File: config.mk
export PLATFORM = sky130hd
export DESIGN_NAME = mkreq
export DESIGN_NICKNAME = d
export VERILOG_FILES = /design/src/rtl/sw_pkg.sv /design/src/rtl/mkreq_route_dec.sv /design/src/rtl/mkreq.sv
export SDC_FILE = /design/constraint.sdc
export NUM_CORES = 1
export LEC_CHECK = 0
export BUFFER_PORTS_ARGS = -buffer_cell sky130_fd_sc_hd__buf_2
export CORE_AREA = 2 2 39 41
export CTS_CLUSTER_SIZE = 10
export DETAILED_ROUTE_END_ITERATION = 10
export DIE_AREA = 0 0 41 43
export PLACE_DENSITY_LB_ADDON = 0.05
export SYNTH_ARGS = -nofsm -noshare
export SYNTH_HDL_FRONTEND = slang
export SYNTH_SLANG_ARGS = --single-unit
File: constraint.sdc
create_clock -name clk -period 1.05 [get_ports clk]
set_clock_uncertainty 0.1 [all_clocks]
set_input_delay 0.105 -clock clk [delete_from_list [all_inputs] [get_ports clk]]
set_output_delay 0.105 -clock clk [all_outputs]
set_load 0.01 [all_outputs]
File: src/rtl/sw_pkg.sv
// -----------------------------------------------------------------------------
// sw_pkg: shared definitions for the packet switch input ports.
//   PKTW    - MSB index of a flit (flit is PKTW+1 bits wide)
//   PORT    - MSB index of the request vector (PORT+1 output ports)
//   FT_*    - flit type codes carried in the two MSBs of a flit
//   flit_t  - flit layout: {ftype[1:0], data[7:0]}
//   req_t   - one-hot output-port request vector
// -----------------------------------------------------------------------------
package sw_pkg;

  localparam int PKTW = 9;
  localparam int PORT = 4;

  localparam logic [1:0] FT_IDLE = 2'b00;
  localparam logic [1:0] FT_HEAD = 2'b10;
  localparam logic [1:0] FT_BODY = 2'b01;
  localparam logic [1:0] FT_TAIL = 2'b11;

  // 'type' is a reserved word, so the type field is called ftype.
  typedef struct packed {
    logic [1:0] ftype;
    logic [7:0] data;
  } flit_t;

  typedef logic [PORT:0] req_t;

endpackage

File: src/rtl/mkreq_route_dec.sv
// -----------------------------------------------------------------------------
// route_dec: combinational destination decoder shared by all input ports.
//   dest   in  8  destination byte from a head flit; only dest[2:0] is used
//   onehot out 5  one-hot request for the addressed output port; all zero
//                 when dest[2:0] names a port that does not exist (5..7)
// -----------------------------------------------------------------------------
module route_dec
  import sw_pkg::*;
(
  input  logic [7:0] dest,
  output req_t       onehot
);

  // Map the low three destination bits to a port; out-of-range ports request nothing.
  always_comb begin
    onehot = 5'b00000;
    case (dest[2:0])
      3'd0:    onehot = 5'b00001;
      3'd1:    onehot = 5'b00010;
      3'd2:    onehot = 5'b00100;
      3'd3:    onehot = 5'b01000;
      3'd4:    onehot = 5'b10000;
      default: onehot = 5'b00000;
    endcase
  end

endmodule

File: src/rtl/mkreq.sv
// -----------------------------------------------------------------------------
// mkreq: request generator for one switch input port.
// Decodes the destination of each head flit leaving the input buffer and
// holds a one-hot request to the arbiter until the packet's tail has passed.
//   clk   in  1   system clock, rising edge
//   rst   in  1   synchronous active-high reset; clears the request
//   pkto  in  10  flit from the input buffer, [9:8] type, [7:0] payload
//   reqi  out 5   registered one-hot output-port request, zero = none
// -----------------------------------------------------------------------------
module mkreq
  import sw_pkg::*;
(
  input  logic          clk,
  input  logic          rst,
  input  logic [PKTW:0] pkto,
  output logic [PORT:0] reqi
);

  flit_t flit_s;
  req_t  onehot_s;
  req_t  req_nxt_s;
  req_t  req_r;

  assign flit_s = flit_t'(pkto);

  route_dec u_route_dec (
    .dest   (flit_s.data),
    .onehot (onehot_s)
  );

  // Next request: a head (re)loads the decoded port, a tail releases it.
  always_comb begin
    req_nxt_s = req_r;
    case (flit_s.ftype)
      FT_HEAD: req_nxt_s = onehot_s;
      FT_TAIL: req_nxt_s = 5'b00000;
      FT_BODY: req_nxt_s = req_r;
      FT_IDLE: req_nxt_s = req_r;
      default: req_nxt_s = req_r;
    endcase
  end

  // Request register; reset is checked first so a flit (even X) cannot leak through.
  always_ff @(posedge clk) begin
    if (rst) begin
      req_r <= 5'b00000;
    end else begin
      req_r <= req_nxt_s;
    end
  end

  assign reqi = req_r;

endmodule

* Yosys cells after proc, flatten, opt, wreduce, memory -nomap -nowiden
Cells that the tools add are included.
** Cells by class
- Equality and inequality tests :: 7
- Multiplexer cells :: 2
- Reduce and logical (&&, ||, !) cells :: 3
** Operator list (count)
- $pmux 5 s5 :: 1
- $pmux 5 s2 :: 1
- $eq 3x2->1 const B :: 2
- $eq 2x2->1 const B :: 2
- $eq 3x1->1 const B :: 1
- $eq 3x3->1 const B :: 1
- $logic_not 3->1 :: 1
- $eq 2x1->1 const B :: 1
- $logic_not 2->1 :: 1
- $reduce_or 2->1 :: 1
** Word-level totals
- Register bits :: 5
- Bits of input ports :: 12
- Output and inout bits :: 5
- Logic and storage cells :: 13

* Logic depth before layout (Yosys ltp)
- Word-level depth :: 3
- Depth in mapped cells :: 2
- Mapped depth without buffers :: 2

* Hierarchy
From an unflattened synthesis, not the netlist that was laid out.
** Second synthesis, totals
- Cell total of the unflattened synthesis :: 26
- Area, all modules :: 242.7 um2
** Modules (own cells, without submodules)
- mkreq :: times used 1, cells each 21, area each 205.2 um2, seq. area each 100.1 um2
- route_dec :: times used 1, cells each 5, area each 37.5 um2, seq. area each 0.0 um2

* Worst setup path after synthesis
OpenSTA, ideal clock, no wires.
- Path kind :: register to register
- Start point :: register reqi[4] (netlist name)
- End point :: register req_r[4] (netlist: reqi[4])
- Library setup time :: 114 ps
- Arrival time :: 584 ps
- Data required time :: 836 ps
- Path slack :: 252 ps
- Stages on the path, launching flop included :: 3
- Buffers on the path :: 0
- Period minus slack after synthesis :: 798 ps
- Path through :: dfxtp_1 -> nor3b_1 -> a21o_1
** RTL lines
- end signal: assignment :: line mkreq.sv:48 : req_r <= req_nxt_s;
- end: declaration :: line mkreq.sv:22 : req_t req_r;

* Worst setup path after layout
- Start point :: register req_r[2] (netlist: reqi[2])
- End point :: output port reqi[2]
** RTL lines
- end: declaration :: line mkreq.sv:16 : output logic [PORT:0] reqi
No word-level cell between the ends.

==> flow_summary_export.csv <==
group,metric,value,unit
clocking,post_cts_repair_resize_count,0,
global_routing,globalRouteTotalUtil,7.55,%
power_and_ir_drop,ir_worst_vdd,0.000468,V
drt,sum_of_routed_wire_length_over_all_layers,510,um
drt,drt_iter0_drc,0,
floorplanning,start_util,15.1,%
timing,transition_time_at_the_pin_with_the_least_slew_margin,292,ps
drt,via_count,191,
worst_setup_path,worst_setup_path_startpoint,"reqi[2]",
logic_synthesis,ys_ff_latch,5,
drt,route.detailed.drc,0,
worst_setup_path,cp_num_cells,1,
worst_setup_path,critPathLaunchType,"flop",
worst_setup_path,arrival,700,ps
floorplanning,die_h,43,um
cells_and_area,areaGrowthSynthToFinish,48.5,%
worst_setup_path,worstPathCellList,"buf_2",
timing,hold_violations,0,
logic_synthesis,avgSynthCellArea,12.3,sq um
global_routing,grt_max_degree,5,
clocking,numClockSinks,5,
floorplanning,floorplan.die_area,0.00176,sq mm
placed_design,dpl.hpwl,409,um
placed_design,placement.io_buffers,11,
worst_setup_path,worst-setup-path-type,"flop to output port",
worst_setup_path,worst_path_dominant_cell_family,"flip-flops",
clocking,clk_latency,240,ps
worst_setup_path,worstPathBufferInverterCount,1,
timing,maxSlewViolCount,0,
placed_design,place_congestion,0.602,
worst_setup_path,crit_required,840,ps
logic_synthesis,synthCells,17,
logic_synthesis,ys_warn_count,0,
power_and_ir_drop,p_per_area,1500,mW/mm^2
clocking,clock_tree_from_tritoncts,"done",
timing,final_period_minus_worst_setup_slack,903,ps
worst_setup_path,ff2ff_setup_slack,280,ps
floorplanning,core.rowCount,14,
global_routing,antenna_found_initial,0,
drt,route.antenna.remaining_nets,0,
worst_setup_path,r2r.worst_path.cells,2,
timing,timing.final.crit_share,86.0,%
worst_setup_path,crit_path_end,"reqi[2]",
cells_and_area,final_common_cell,"buf_2",
global_routing,grt_pass1_vias,179,
logic_synthesis,syn_std_cell_area,209,sq um
global_routing,grt.overflow.total,0,
worst_setup_path,slowest_stage,"dfxtp_1",
cells_and_area,layout_net_count,45,
logic_synthesis,synth.net_count,29,
timing,maximum_clock_frequency,1.11,GHz
timing,layout_setup_ws,147,ps
cells_and_area,drive_gt1_share,59.4,%
timing,grt_setup_unrepaired,"no",
drt,vias_cell,3.98,
worst_setup_path,regToRegStartpoint,"reqi[4]",
cells_and_area,largest_register_ff_count,5,
placed_design,place_ws,87.3,ps
logic_synthesis,seq_area_frac_synth,47.9,%
cells_and_area,core_occupancy_in_the_finished_layout,22.4,%
logic_synthesis,synth.distinct_cells,9,
clocking,cts.reportedPaths.clkPinSlew,50,ps
clocking,cts-buffers-inserted,3,
cells_and_area,diodes_inserted,0,
clocking,cts.repair_timing.setup_buffer_count,0,
floorplanning,core_region_area,0.00138,sq mm
timing,worst_slew_margin_rel,80.4,%
status,run_status,"completed",
worst_setup_path,cp_slowest_stage_delay,320,ps
global_routing,grt_first_pass_wirelength,793,um
clocking,root_buffer,"clkbuf_4",
timing,setup_viol,0,
floorplanning,boundaryPins,17,
run,cap_violations,0,
timing,fin_tns_setup,0,ps
drt,routed_wire_per_std_cell,10.6,um
clocking,hold_buffers,0,
floorplanning,die_w,41,um
clocking,cts_buffer_depth,2,
clocking,h-tree-depth,1,
drt,dr.pass1.iters,1,
power_and_ir_drop,p_leak,0.172,nW
worst_hold_path,worst_hold_path_type,"input pin to flop",
worst_setup_path,worst_setup_path_end_kind,"output port",
worst_setup_path,worstPathMaxFanout,2,
worst_setup_path,end_of_the_worst_register_to_register_path,"reqi[4]",
cells_and_area,highest_count_cells_in_the_layout_ignoring_fill_and_taps,"buf_2, dfxtp_1, a32o_2, clkbuf_4",
power breakdown:
| group | switching (mW) | internal, mW |
|---|---|---|
| Sequential | 0.00125 | 0.193 |
| Clock | 0.0864 | 0.144 |
| Combinational | 0.0217 | 0.0190 |
cells by family after synthesis:
| logic type | share of synthesized area, % |
|---|---|
| DFF | 47.9 |
| buffers and inverters | 3.59 |
| and+or+nand+nor | 24.6 |
| AOI/OAI and AO/OA | 24.0 |
metal layers:
metal	up-vias	routed length (um)	track usage, %
met4	0	8	8.00
met3	2	60	5.24
li1	96	-	-
met2	9	225	8.13
met5	-	0	0
met1	84	216	8.74
stage by stage:
step / std cells / area [sq um] / hold slack, ps / power [mW]
3_5_place_dp: 44 / 284 / 311 / 0.239
3_3_place_gp: 44 / 284 / 305 / 0.239
2_1_floorplan: 17 / 209 / 164 / 0.213
6_report: 48 / 310 / 58.0 / 0.466
5_1_grt: 48 / 310 / 67.8 / 0.497
4_1_cts: 48 / 310 / 51.8 / 0.478
synth_stat cells:
library cell  n  area [sq um]
dfxtp_1       5           100
nor4b_4       1          23.8
a32o_2        3          33.8
a22o_1        1          8.76
a21o_1        1          7.51
nor3b_1       1          7.51
and4bb_2      1          12.5
nor2_1        2          7.51
inv_1         2          7.51
how the worst min path moves through the flow:
stage	startpoint	end	slack, ps	cells past startpoint
5_1_grt	pkto[1]	reqi[2]	70	2
6_report	pkto[0]	reqi[1]	60	2
2_1_floorplan	pkto[0]	reqi[1]	160	1
3_5_place_dp	pkto[0]	reqi[3]	310	2
3_3_place_gp	pkto[0]	reqi[1]	300	2
4_1_cts	pkto[1]	reqi[2]	50	2
layout make-up:
cell class | instances | area, sq um
sequential | 5 | 100
timing repair buffer | 11 | 55.1
fill | 159 | 1070
clock buffer | 4 | 26.3
multi-input combinational | 10 | 101
tap | 16 | 20.0
inverter | 2 | 7.51
(Power assumes the default switching activity.)
